==> config.mk <==
export PLATFORM = sky130hd
export DESIGN_NAME = load_store_unit
export DESIGN_NICKNAME = d
export VERILOG_FILES = /design/src/rtl/load_store_unit.sv
export SDC_FILE = /design/constraint.sdc
export NUM_CORES = 1
export LEC_CHECK = 0
export BUFFER_PORTS_ARGS = -buffer_cell sky130_fd_sc_hd__buf_2
export CAP_MARGIN = 20
export CORE_MARGIN = 2
export CORE_UTILIZATION = 45
export DETAILED_ROUTE_END_ITERATION = 12
export HOLD_SLACK_MARGIN = 0.12
export MAX_ROUTING_LAYER = met4
export PLACE_DENSITY = 0.74
export SYNTH_ARGS = -nofsm -noshare
export SYNTH_HDL_FRONTEND = slang
export SYNTH_SLANG_ARGS = --single-unit
export TNS_END_PERCENT = 10
==> constraint.sdc <==
create_clock -name clk -period 7.95 [get_ports clk]
set_input_delay 0.3975 -clock clk [delete_from_list [all_inputs] [get_ports clk]]
set_output_delay 0.3975 -clock clk [all_outputs]
set_load 0.02 [all_outputs]
==> src/rtl/load_store_unit.sv <==
// rtl/load_store_unit.sv - RISC-V style load/store unit bridging a request channel to a simple memory bus
module load_store_unit #(
    parameter int DATA_WIDTH     = 32,
    parameter int ADDR_WIDTH     = 32,
    parameter int TIMEOUT_CYCLES = 15
) (
    input  logic                    clk,
    input  logic                    reset,
    input  logic                    req_valid,
    output logic                    req_ready,
    input  logic                    req_write,
    input  logic [2:0]              req_funct3,
    input  logic [ADDR_WIDTH-1:0]   req_address,
    input  logic [DATA_WIDTH-1:0]   req_wdata,
    output logic [ADDR_WIDTH-1:0]   bus_address,
    output logic [DATA_WIDTH-1:0]   bus_wr_data,
    output logic [DATA_WIDTH/8-1:0] bus_byte_enable,
    output logic                    bus_wr_enable,
    output logic                    bus_rd_enable,
    input  logic [DATA_WIDTH-1:0]   bus_read_data,
    input  logic                    bus_ack,
    output logic                    resp_valid,
    input  logic                    resp_ready,
    output logic [DATA_WIDTH-1:0]   resp_rdata,
    output logic [1:0]              resp_error
);
    localparam int NB   = DATA_WIDTH / 8;
    localparam int OFFW = $clog2(NB);

    localparam logic [1:0] ST_IDLE   = 2'd0;
    localparam logic [1:0] ST_ACCESS = 2'd1;
    localparam logic [1:0] ST_RESP   = 2'd2;

    localparam logic [7:0] WAIT_LAST = 8'(TIMEOUT_CYCLES - 1);

    logic [1:0]            state_q, state_d;
    logic [ADDR_WIDTH-1:0] addr_q, addr_d;
    logic                  write_q, write_d;
    logic [2:0]            funct3_q, funct3_d;
    logic [DATA_WIDTH-1:0] wdata_q, wdata_d;
    logic [7:0]            wait_q, wait_d;
    logic [DATA_WIDTH-1:0] rdata_q, rdata_d;
    logic [1:0]            error_q, error_d;

    logic                  req_illegal;
    logic [2:0]            req_align_mask;

    always_comb begin
        case (req_funct3[1:0])
            2'd0:    req_align_mask = 3'b000;
            2'd1:    req_align_mask = 3'b001;
            2'd2:    req_align_mask = 3'b011;
            default: req_align_mask = 3'b111;
        endcase
        req_illegal = (req_funct3 == 3'b111)
                   || (req_write && req_funct3[2])
                   || ((req_address[2:0] & req_align_mask) != 3'b000);
        // Doubleword and WU only exist on the 64-bit datapath
        if (DATA_WIDTH == 32 && (req_funct3 == 3'b011 || req_funct3 == 3'b110))
            req_illegal = 1'b1;
    end

    logic [OFFW-1:0] off;
    logic [NB-1:0]   be_base;
    logic [2:0]      lane_mask;
    logic [6:0]      ext_bits;

    assign off = addr_q[OFFW-1:0];

    always_comb begin
        case (funct3_q[1:0])
            2'd0: begin
                be_base   = NB'(8'h01);
                lane_mask = 3'b000;
                ext_bits  = 7'd8;
            end
            2'd1: begin
                be_base   = NB'(8'h03);
                lane_mask = 3'b001;
                ext_bits  = 7'd16;
            end
            2'd2: begin
                be_base   = NB'(8'h0F);
                lane_mask = 3'b011;
                ext_bits  = 7'd32;
            end
            default: begin
                be_base   = NB'(8'hFF);
                lane_mask = 3'b111;
                ext_bits  = 7'(DATA_WIDTH);
            end
        endcase
    end

    // Each lane takes the store byte at (lane index modulo access size)
    logic [DATA_WIDTH-1:0] wr_data_rep;
    logic [OFFW-1:0]       lane;

    always_comb begin
        wr_data_rep = '0;
        lane        = '0;
        for (int i = 0; i < NB; i++) begin
            lane = OFFW'(i) & lane_mask[OFFW-1:0];
            wr_data_rep[i*8 +: 8] = wdata_q[{lane, 3'b000} +: 8];
        end
    end

    logic [DATA_WIDTH-1:0] rd_shifted;
    logic [DATA_WIDTH-1:0] ext_mask;
    logic [DATA_WIDTH-1:0] ext_top;
    logic [DATA_WIDTH-1:0] load_data;

    always_comb begin
        rd_shifted = bus_read_data >> {off, 3'b000};
        ext_mask   = ~({DATA_WIDTH{1'b1}} << ext_bits);
        ext_top    = ext_mask & ~(ext_mask >> 1);
        load_data  = rd_shifted & ext_mask;
        if (!funct3_q[2] && ((rd_shifted & ext_top) != '0))
            load_data = load_data | ~ext_mask;
    end

    always_comb begin
        state_d  = state_q;
        addr_d   = addr_q;
        write_d  = write_q;
        funct3_d = funct3_q;
        wdata_d  = wdata_q;
        wait_d   = wait_q;
        rdata_d  = rdata_q;
        error_d  = error_q;
        case (state_q)
            ST_IDLE: begin
                if (req_valid) begin
                    addr_d   = req_address;
                    write_d  = req_write;
                    funct3_d = req_funct3;
                    wdata_d  = req_wdata;
                    wait_d   = 8'd0;
                    if (req_illegal) begin
                        state_d = ST_RESP;
                        rdata_d = '0;
                        error_d = 2'b01;
                    end else begin
                        state_d = ST_ACCESS;
                    end
                end
            end
            ST_ACCESS: begin
                // An ack on the timeout edge takes priority over the timeout
                if (bus_ack) begin
                    state_d = ST_RESP;
                    error_d = 2'b00;
                    rdata_d = write_q ? '0 : load_data;
                end else begin
                    wait_d = wait_q + 8'd1;
                    if (wait_q == WAIT_LAST) begin
                        state_d = ST_RESP;
                        error_d = 2'b10;
                        rdata_d = '0;
                    end
                end
            end
            ST_RESP: begin
                if (resp_ready)
                    state_d = ST_IDLE;
            end
            default: state_d = ST_IDLE;
        endcase
    end

    always_ff @(posedge clk or posedge reset) begin
        if (reset) begin
            state_q  <= ST_IDLE;
            addr_q   <= '0;
            write_q  <= 1'b0;
            funct3_q <= 3'b000;
            wdata_q  <= '0;
            wait_q   <= 8'd0;
            rdata_q  <= '0;
            error_q  <= 2'b00;
        end else begin
            state_q  <= state_d;
            addr_q   <= addr_d;
            write_q  <= write_d;
            funct3_q <= funct3_d;
            wdata_q  <= wdata_d;
            wait_q   <= wait_d;
            rdata_q  <= rdata_d;
            error_q  <= error_d;
        end
    end

    logic in_access;

    assign in_access       = (state_q == ST_ACCESS) && !reset;
    assign req_ready       = (state_q == ST_IDLE) && !reset;
    assign resp_valid      = (state_q == ST_RESP) && !reset;
    assign bus_rd_enable   = in_access && !write_q;
    assign bus_wr_enable   = in_access && write_q;
    assign bus_byte_enable = in_access ? (be_base << off) : '0;
    assign bus_address     = {addr_q[ADDR_WIDTH-1:OFFW], {OFFW{1'b0}}};
    assign bus_wr_data     = wr_data_rep;
    assign resp_rdata      = rdata_q;
    assign resp_error      = error_q;

endmodule

# Yosys cells after proc, flatten, opt, wreduce, memory -nomap -nowiden
# Cells that the tools add are included.
dict set report classes {
  reduce_logical 23
  bitwise_logic 8
  shifts 6
  n_mux 26
  eq_ne 15
  n_addsub 1
}
# cell n
set op_table {}
lappend op_table {{$mux 32} 6}
lappend op_table {{$and 32x32->32} 3}
lappend op_table {{$not 32->32} 2}
lappend op_table {{$pmux 32 s2} 1}
lappend op_table {{$shiftx 32x6->8} 2}
lappend op_table {{$not 31->32} 1}
lappend op_table {{$or 32x32->32} 1}
lappend op_table {{$reduce_bool 32->1} 1}
lappend op_table {{$shiftx 32x5->8} 1}
lappend op_table {{$shl 32x7->32 const A} 1}
lappend op_table {{$shr 32x5->32} 1}
lappend op_table {{$mux 2} 8}
lappend op_table {{$mux 8} 2}
lappend op_table {{$pmux 8 s2} 1}
lappend op_table {{$pmux 2 s3} 2}
lappend op_table {{$pmux 6 s2} 1}
lappend op_table {{$pmux 3 s3} 1}
lappend op_table {{$add 8x1->8 const B} 1}
lappend op_table {{$eq 8x4->1 const B} 1}
lappend op_table {{$ne 2x2->1 const B} 4}
lappend op_table {{$pmux 4 s2} 1}
lappend op_table {{$logic_and 1x1->1} 7}
lappend op_table {{$eq 2x1->1 const B} 3}
lappend op_table {{$eq 2x2->1 const B} 3}
lappend op_table {{other kinds (16)} 24}
dict set report word_totals {
  wordCells 87
  output_inout_bits 106
  reg_bits 112
}

# Depth between registers and ports, before layout
# Gate-level depths: netlist of run 1.
dict set report depth {
  word_depth 13
  depth_mapped 10
  ltp_nobuf 8
}

# Worst setup path before layout of run 1
# OpenSTA, ideal clock, no wires.
dict set report synth_timing {
  kind {input to output}
  from {input reset}
  to {output bus_byte_enable[2]}
  slack_ns 3.641
  required_time_ns 7.553
  stages 3
  path_buffers 0
  arrival_ns 3.912
  path_cell_list {inv_1 -> nand2b_1 -> a211oi_1}
}
dict set report synth_via {
  elab_chain_cells 3
}
# item line_no
set synth_rtl {}
lappend synth_rtl {{start: declaration} 8} ;# input logic reset,
lappend synth_rtl {{$logic_not 1->1} 195} ;# assign in_access = (state_q == ST_ACCESS) && !reset;
lappend synth_rtl {{$logic_and 1x1->1} 195}
lappend synth_rtl {{$mux 4} 200} ;# assign bus_byte_enable = in_access ? (be_base << off) : '0;
lappend synth_rtl {{end: declaration} 17} ;# output logic [DATA_WIDTH/8-1:0] bus_byte_enable,
# No other way between the ends.

# Final worst setup path of run 1
dict set report layout_timing {
  from {register funct3_q[0]}
  to {register rdata_q[22], in the netlist resp_rdata[22]}
}
dict set report layout_via {
  elab_chain_cells 13
}
# item line_no
set layout_rtl {}
lappend layout_rtl {{start: declaration} 39} ;# logic [2:0] funct3_q, funct3_d;
lappend layout_rtl {{start signal: assignment} 185} ;# funct3_q <= funct3_d;
lappend layout_rtl {{$eq 2x1->1 or $logic_not 2->1 (tied branches)} 71} ;# case (funct3_q[1:0])
lappend layout_rtl {{$pmux 6 s2 (*)} 71}
lappend layout_rtl {{$shl 32x7->32 (*)} 115} ;# ext_mask = ~({DATA_WIDTH{1'b1}} << ext_bits);
lappend layout_rtl {{$not 32->32 (*)} 115}
lappend layout_rtl {{$not 31->32} 116} ;# ext_top = ext_mask & ~(ext_mask >> 1);
lappend layout_rtl {{$and 32x32->32} 116}
lappend layout_rtl {{$and 32x32->32} 118} ;# if (!funct3_q[2] && ((rd_shifted & ext_top) != '0))
lappend layout_rtl {{$reduce_bool 32->1} 118}
lappend layout_rtl {{$logic_and 1x1->1} 118}
lappend layout_rtl {{$mux 32 (*)} 118}
lappend layout_rtl {{$mux 32 (*)} 153} ;# rdata_d = write_q ? '0 : load_data;
lappend layout_rtl {{$mux 32 (*)} 150} ;# if (bus_ack) begin
lappend layout_rtl {{$pmux 32 s2 (*)} 131} ;# case (state_q)
lappend layout_rtl {{end signal: assignment} 188} ;# rdata_q <= rdata_d;
lappend layout_rtl {{end: declaration} 42} ;# logic [DATA_WIDTH-1:0] rdata_q, rdata_d;
# Mark *: on every way between the ends. The rest lies on a longest branch, timed or not.
# A chain may end at the register's enable or synchronous reset.

==> results by group, run 1 <==
Global route
  – Global route overflow: 0
  – Vias in the first global route: 4,346
  – Pin count of the biggest net entering global routing: between 70 and 80
  – Gr busiest metal: met2
  – Antenna violations before repair: 0
  – First-pass GRT wire length: about 22,000 um
  – GRT Util Overall: 21.1%
  – M3 GR Usage: around 4.7%
  – Global-route met2 utilization: 35.5%
  – Met1 usage: 24.6%

Floorplanning
  – Initial Utilization: a little under half
  – Die area: 0.0136 mm2
  – FP Rows: slightly above 40
  – Chip Height: ~120 um
  – Core ar.: ~0.013 mm2
  – DIE WIDTH: approximately 120 um
  – # IOs: 211

Yosys
  – Top-count cell post-synth: dfrtp_1
  – Seq cells post-synth: approximately 110
  – Distinct cells, synth: 46
  – Mapped cell area: 0.00572 mm2
  – Yosys warning total: 0
  – Post-synth ARST share: 100%
  – Cell taking the most area after synthesis: dfrtp_1
  – Top post-synthesis cells by area: dfrtp_1 (49%), mux2_2 (17%), buf_4 (5.4%)
  – Seq/Total Area, Yosys: 49.0%
  – Top_reg_cell synth: dfrtp_1
  – EDFF count, synth: 0
  – Most instantiated cells after synthesis: dfrtp_1 (112), mux2_2 (86), buf_4 (41)
  – Cells after Synth: approximately 490
  – Top-area cell type share of the netlist area: roughly half
  – Synthesized area per cell: between 10 and 15 um2

Clock network
  – Post-cts resize count: 0
  – CTS HTree Levels: 3
  – CTS tree: yes
  – CTS sink cnt: approximately 110
  – Clock Path Buffers: 2
  – Root Buffer: clkbuf_16
  – Clk pin slew, worst setup/hold paths: about 0.07 ns
  – Cts bufs inserted: 9
  – Worst skew pair latency: between 0.3 and 0.4 ns

Worst setup path
  – CP Capture Type: flop
  – Reg2reg path depth: 7
  – Critical path launch point type: flop
  – Kind of critical path: flop to flop
  – Worst EP required: just over 8 ns
  – Crit path DAT: about 3.2 ns
  – Crit Path Max Fanout: 19

Route
  – Routed Antenna Nets: 0
  – WL/cell: between 15 and 20 um
  – Initial DRT Pass Iterations: 4
  – DRT Wirelength: around 14,000 um
  – Via count: 4,407
  – # DRC: 0
  – Drt via density: 5.35
  – DRT iter0 DRCs: 283

Placement
  – Hpwl dp: between 10,000 and 15,000 um
  – Post-DP Area: ~0.0066 mm2
  – Cells after DPL: between 800 and 900
  – Routability cong.: ~0.87
  – PortBufs: approximately 210

Flow run
  – Max-cap viol count: 0

Worst hold path
  – Hold Path Depth: 2
  – Worst min-delay path category: primary input to flop

Status
  – Run status: complete, no violations

Layout
  – Share of cells above drive strength 1: ~50%
  – Sequential Area: roughly 0.0028 mm2
  – # diodes: 0
  – Nets: approximately 760
  – P&R area growth vs syn: 20.7%
  – Multi-input gate area: approximately 0.0024 mm2
  – Fin cells: approximately 820
  – Fill cells: 1,101
  – Post-route cell area: about 0.007 mm2

Timing
  – Setup TNS: 0 ns
  – Final setup viols: 0
  – Minimum clock period after layout: 2.92 ns
  – Actual slew at the worst max-slew pin: 0.965 ns
  – Worst Hold Margin: about 0.24 ns
  – Final Hold Viols: 0
  – Max Freq: about 340 MHz
  – Max Slew Vio Count: 0
  – Clock skew: about 0.0095 ns
  – Tcrit/Tclk final: about 37%
  – Max-Slew Margin vs Limit: a little over a third
  – RSZ-0062 raised after global routing: no

Power
  – Power Total: just under 3 mW
  – VDD IR max: roughly 0.00026 V
  – Leak: roughly 3.5 nW
  – P per Cell Area: 417 mW/mm2
critical path: stages, from the launching register on:
cell and delay [ns]:
dfrtp_1 0.44, or2_2 0.42, clkinv_1 0.62, ha_1 0.45
a22oi_1 0.18, o22a_1 0.25, nor4b_2 0.13, a211o_1 0.31
sequential cells by signal (all words and copies together), names as in the netlist:
register	cells
addr_q	32
funct3_q	3
wdata_q	32
resp_rdata	32
resp_error	2
wait_q	8
write_q	1
state_q	2
timing repair:
item	CTS	global route
hold endpoints to repair	38	0
buffers inserted	0	0
hold buffers	1	0
final timing paths:
check                              start             end  slack (ns)
max                          funct3_q[0]  resp_rdata[22]        5.03
min                           resp_ready      state_q[1]        0.24
max reg2reg                  funct3_q[0]  resp_rdata[22]        5.03
min reg2reg                resp_rdata[5]   resp_rdata[5]        0.49
max in group asynchronous          reset       addr_q[0]        5.95
min in group asynchronous          reset      addr_q[14]        0.65
metal layers:
layer	wire, um	part of all wire, %	vias up
met5	0	0	-
met1	5670	40	2146
met2	7040	50	193
met4	350	2.5	0
li1	-	-	2037
met3	1060	7.5	31
kinds of logic after synthesis:
family | Yosys count | synth area share (%)
compound gates | 86 | 11.4
mux | 103 | 19.9
buf+inv | 79 | 8.50
xor+xnor | 5 | 0.765
fa+ha+maj | 4 | 0.875
simple gates | 101 | 9.49
flops | 112 | 49.0
other cells | 1 | 0.0655
cell type report:
type | count | share of cell area [%]
multi-input cells | 301 | 35.4
flip-flops and latches | 112 | 40.6
inverters | 9 | 0.525
clock buffers | 10 | 3.46
clock inverters | 5 | 0.815
well taps | 172 | 3.12
repair buffers | 215 | 16.1
through the flow:
stage	util, %	setup slack, ns
final	55.2	5.03
after global routing	55.2	4.80
after CTS	55.0	4.51
after detailed placement	52.5	4.56
after global placement	52.5	4.78
after floorplan	-	3.64
power by group:
part	internal, mW	leakage, nW	switching, mW
registers	0.788	1.40	0.195
clock network	0.251	0.145	0.200
logic	0.626	1.93	0.821
total	1.66	3.47	1.22
cells in the final DEF (no fill, tap or decap), types with 5 or more instances in the layout:
| master | n |
|---|---|
| buf_4 | 5 |
| mux2_2 | 86 |
| nand3_1 | 8 |
| a32o_1 | 7 |
| clkbuf_16 | 10 |
| buf_2 | 208 |
| a22o_1 | 9 |
| mux2i_1 | 17 |
| o21a_1 | 8 |
| a211o_1 | 15 |
| nand2_1 | 31 |
| a21oi_1 | 13 |
| dfrtp_1 | 111 |
| nor2b_1 | 11 |
| o21ai_0 | 14 |
| xor2_1 | 5 |
| inv_1 | 7 |
| nor2_1 | 24 |
| a221o_1 | 9 |
(Power assumes the default switching activity.)
==> run 2, diff against run 1 <==
- clock period: 7.95 -> 2.75 ns (I/O delays scaled with it)
==> run 2 against run 1 <==
Effect of this change: hold slack got worse by 0.084 ns; non-clock buffer count up 81; die area stayed put; power increased to 3.0 times the previous value; utilization grew 6.6 points; via count up 7.1%; register-to-register slack worse by 4.6 ns; flip-flop and latch count is the same; first-iteration DRC count fell by 22%; count of clock-buffer cells in the layout up 1; largest power group unchanged.
==> results by group, run 2 (synthesized netlist as in run 1, its figures left out) <==
Layout
  – Fill cells: 1,016 (-7.7%)
  – Commonest non-fill, non-tap cell in the layout: buf_2
  – Commonest cells after routing, fill and taps aside: buf_2 (208), dfrtp_1 (111), mux2_2 (86)
  – # diodes: 0 (unchanged)
  – Nets: 838 (+11%)
  – Share of cells above drive strength 1: 44.7% (-5.0 points)
  – P&R area growth vs syn: 35.1%

Route
  – Via count: 4,718 (+7.1%)
  – Initial DRT Pass Iterations: 4 (unchanged)
  – Drt via density: 5.21 (-2.6%)
  – Routed Antenna Nets: 0 (unchanged)
  – # DRC: 0 (unchanged)
  – WL/cell: 17.5 um (+1.8%)
  – DRT iter0 DRCs: 220 (-22%)
  – DRT Wirelength: 15,800 um (+12%)

Clock network
  – CTS sink cnt: 112 (unchanged)
  – Clk pin slew, worst setup/hold paths: 0.07 ns (about the same)
  – Worst skew pair latency: 0.35 ns (about the same)
  – Post-cts resize count: 0 (unchanged)
  – Clock Path Buffers: 2 (unchanged)
  – CTS tree: yes
  – Cts bufs inserted: 9 (unchanged)
  – CTS HTree Levels: 3 (unchanged)
  – Root Buffer: clkbuf_16

Flow run
  – Max-cap viol count: 0 (unchanged)

Floorplanning
  – Chip Height: 117 um (unchanged)
  – FP Rows: 41 (unchanged)
  – Core ar.: 0.0125 mm2 (unchanged)
  – # IOs: 211 (unchanged)
  – Die area: 0.0136 mm2 (unchanged)
  – DIE WIDTH: 117 um (unchanged)
  – Initial Utilization: 45.7% (unchanged)

Worst setup path
  – Crit path DAT: 2.20 ns (-0.95 ns)
  – CP Buf/Inv Count: 2 (+1)
  – Worst EP required: 2.61 ns (-5.57 ns)
  – R2R Setup Slk: 0.45 ns (-4.58 ns)
  – Slowest stage delay, CP: 0.45 ns (-0.17 ns)
  – Crit Path Max Fanout: 25 (+6)
  – Kind of critical path: flop to output pin
  – Reg2reg path depth: 7 (unchanged)
  – CP max-delay cell: dfrtp_1
  – Crit path launch: funct3_q[0]
  – CP Capture Type: output pin
  – Critical path launch point type: flop
  – CP Cell Sequence: or2_2 > ha_1 > buf_4 > mux2_2 > buf_2
  – CP delay by family, top: flip-flops
  – FF-to-FF End: resp_rdata[9]
  – Worst r2r src: funct3_q[0]

Worst hold path
  – End of the worst hold path: wait_q[1]
  – Worst min-delay path category: primary input to flop
  – Hold Path Depth: 4 (+2)
  – HP Start: req_valid

Timing
  – Minimum clock period after layout: ~2.3 ns
  – Max-Slew Margin vs Limit: 36.2% (+0.52 points)
  – Clock skew: 0.00659 ns (-0.00290 ns)
  – Final Hold Viols: 0 (unchanged)
  – Actual slew at the worst max-slew pin: 0.955 ns (-0.00993 ns)
  – Max Freq: roughly 430 MHz
  – Max Slew Vio Count: 0 (unchanged)
  – Final setup viols: 0 (unchanged)
  – Setup TNS: 0 ns (unchanged)
  – Tcrit/Tclk final: 84.9%
  – RSZ-0062 raised after global routing: no

Global route
  – GRT Util Overall: 24.0% (+2.9 points)
  – Global route overflow: 0 (unchanged)
  – Antenna violations before repair: 0 (unchanged)
  – Vias in the first global route: 4,828 (+11%)
  – First-pass GRT wire length: 24,200 um (+13%)
  – Pin count of the biggest net entering global routing: 114 (+52%)

Power
  – P per Cell Area: 1100 mW/mm2 (+160%)
  – VDD IR max: 0.000903 V (+240%)
  – Leak: 3.81 nW (+9.9%)
  – Power Total: 8.54 mW (+200%)

Status
  – Run status: complete, no violations

Placement
  – PortBufs: 208 (unchanged)
  – Routability cong.: 0.884 (+1.1%)
  – Hpwl dp: 10,300 um (+0.35%)
==> run 2: cell types whose count changed in the layout (fill, tap and decap cells not counted), sizes merged <==
cell / delta
dlygate4sd3: +77
buf: +5
clkinv: +1
clkinvlp: +1
inv: -2
==> run 2: worst reg2reg max path, stage by stage (launching register included) <==
cell and delay [ns]:
dfrtp_1 0.45, or2_2 0.18, ha_1 0.29, a211oi_1 0.11, o32ai_1 0.28, nand2b_1 0.08
a21oi_1 0.59, a22o_1 0.25
==> run 2: worst max path at each step <==
stage          depth (start not counted)            endpoint
3_3_place_gp                           7      resp_rdata[23]
5_1_grt                                7       resp_rdata[9]
4_1_cts                                5     bus_wr_data[22]
6_report                               5     bus_wr_data[22]
2_1_floorplan                          8  bus_byte_enable[3]
3_5_place_dp                           7      resp_rdata[23]
==> run 2: through the flow <==
step | worst slack, ns | hold slack [ns] | utilization (%) | instance area [um2] | std cells
4_1_cts | 0.401 | 0.138 | 61.8 | 7730 | 906
5_1_grt | 0.239 | 0.177 | 61.8 | 7730 | 906
3_3_place_gp | 0.582 | 0.362 | 53.1 | 6650 | 812
2_1_floorplan | 0.0857 | 0.245 | - | 5730 | 492
6_report | 0.416 | 0.157 | 61.8 | 7730 | 906
3_5_place_dp | 0.499 | 0.372 | 53.1 | 6650 | 812
==> run 2: power breakdown <==
part	leakage, nW	internal, mW	switching, mW	total [mW]
sequential	1.40	2.28	0.490	2.77
combinational	2.27	1.90	2.54	4.44
clock	0.145	0.731	0.600	1.33
total	3.81	4.91	3.63	8.54
==> run 2: area by class of cell <==
| class | count | area [um2] | share of cell area [%] |
|---|---|---|---|
| multi-input combinational | 301 | 2440 | 31.6 |
| clock inverter | 5 | 56.3 | 0.728 |
| tap | 172 | 215 | 2.78 |
| inverter | 9 | 37.5 | 0.485 |
| timing repair buffer | 296 | 1930 | 25.0 |
| sequential | 112 | 2800 | 36.3 |
| clock buffer | 11 | 243 | 3.14 |
==> run 2: timing repair <==
action	in CTS	in global routing
buffers inserted	0	0
hold buffers	78	0
endpoints found under the hold margin	189	0
==> run 2: routing by layer <==
layer  vias up  global-route usage (%)  wire length, um
met5         -                       -                0
met4         0                    10.9              463
met3        40                    4.69              991
met2       205                    40.2             8100
met1      2280                    28.2             6260
li1       2193                       -                -
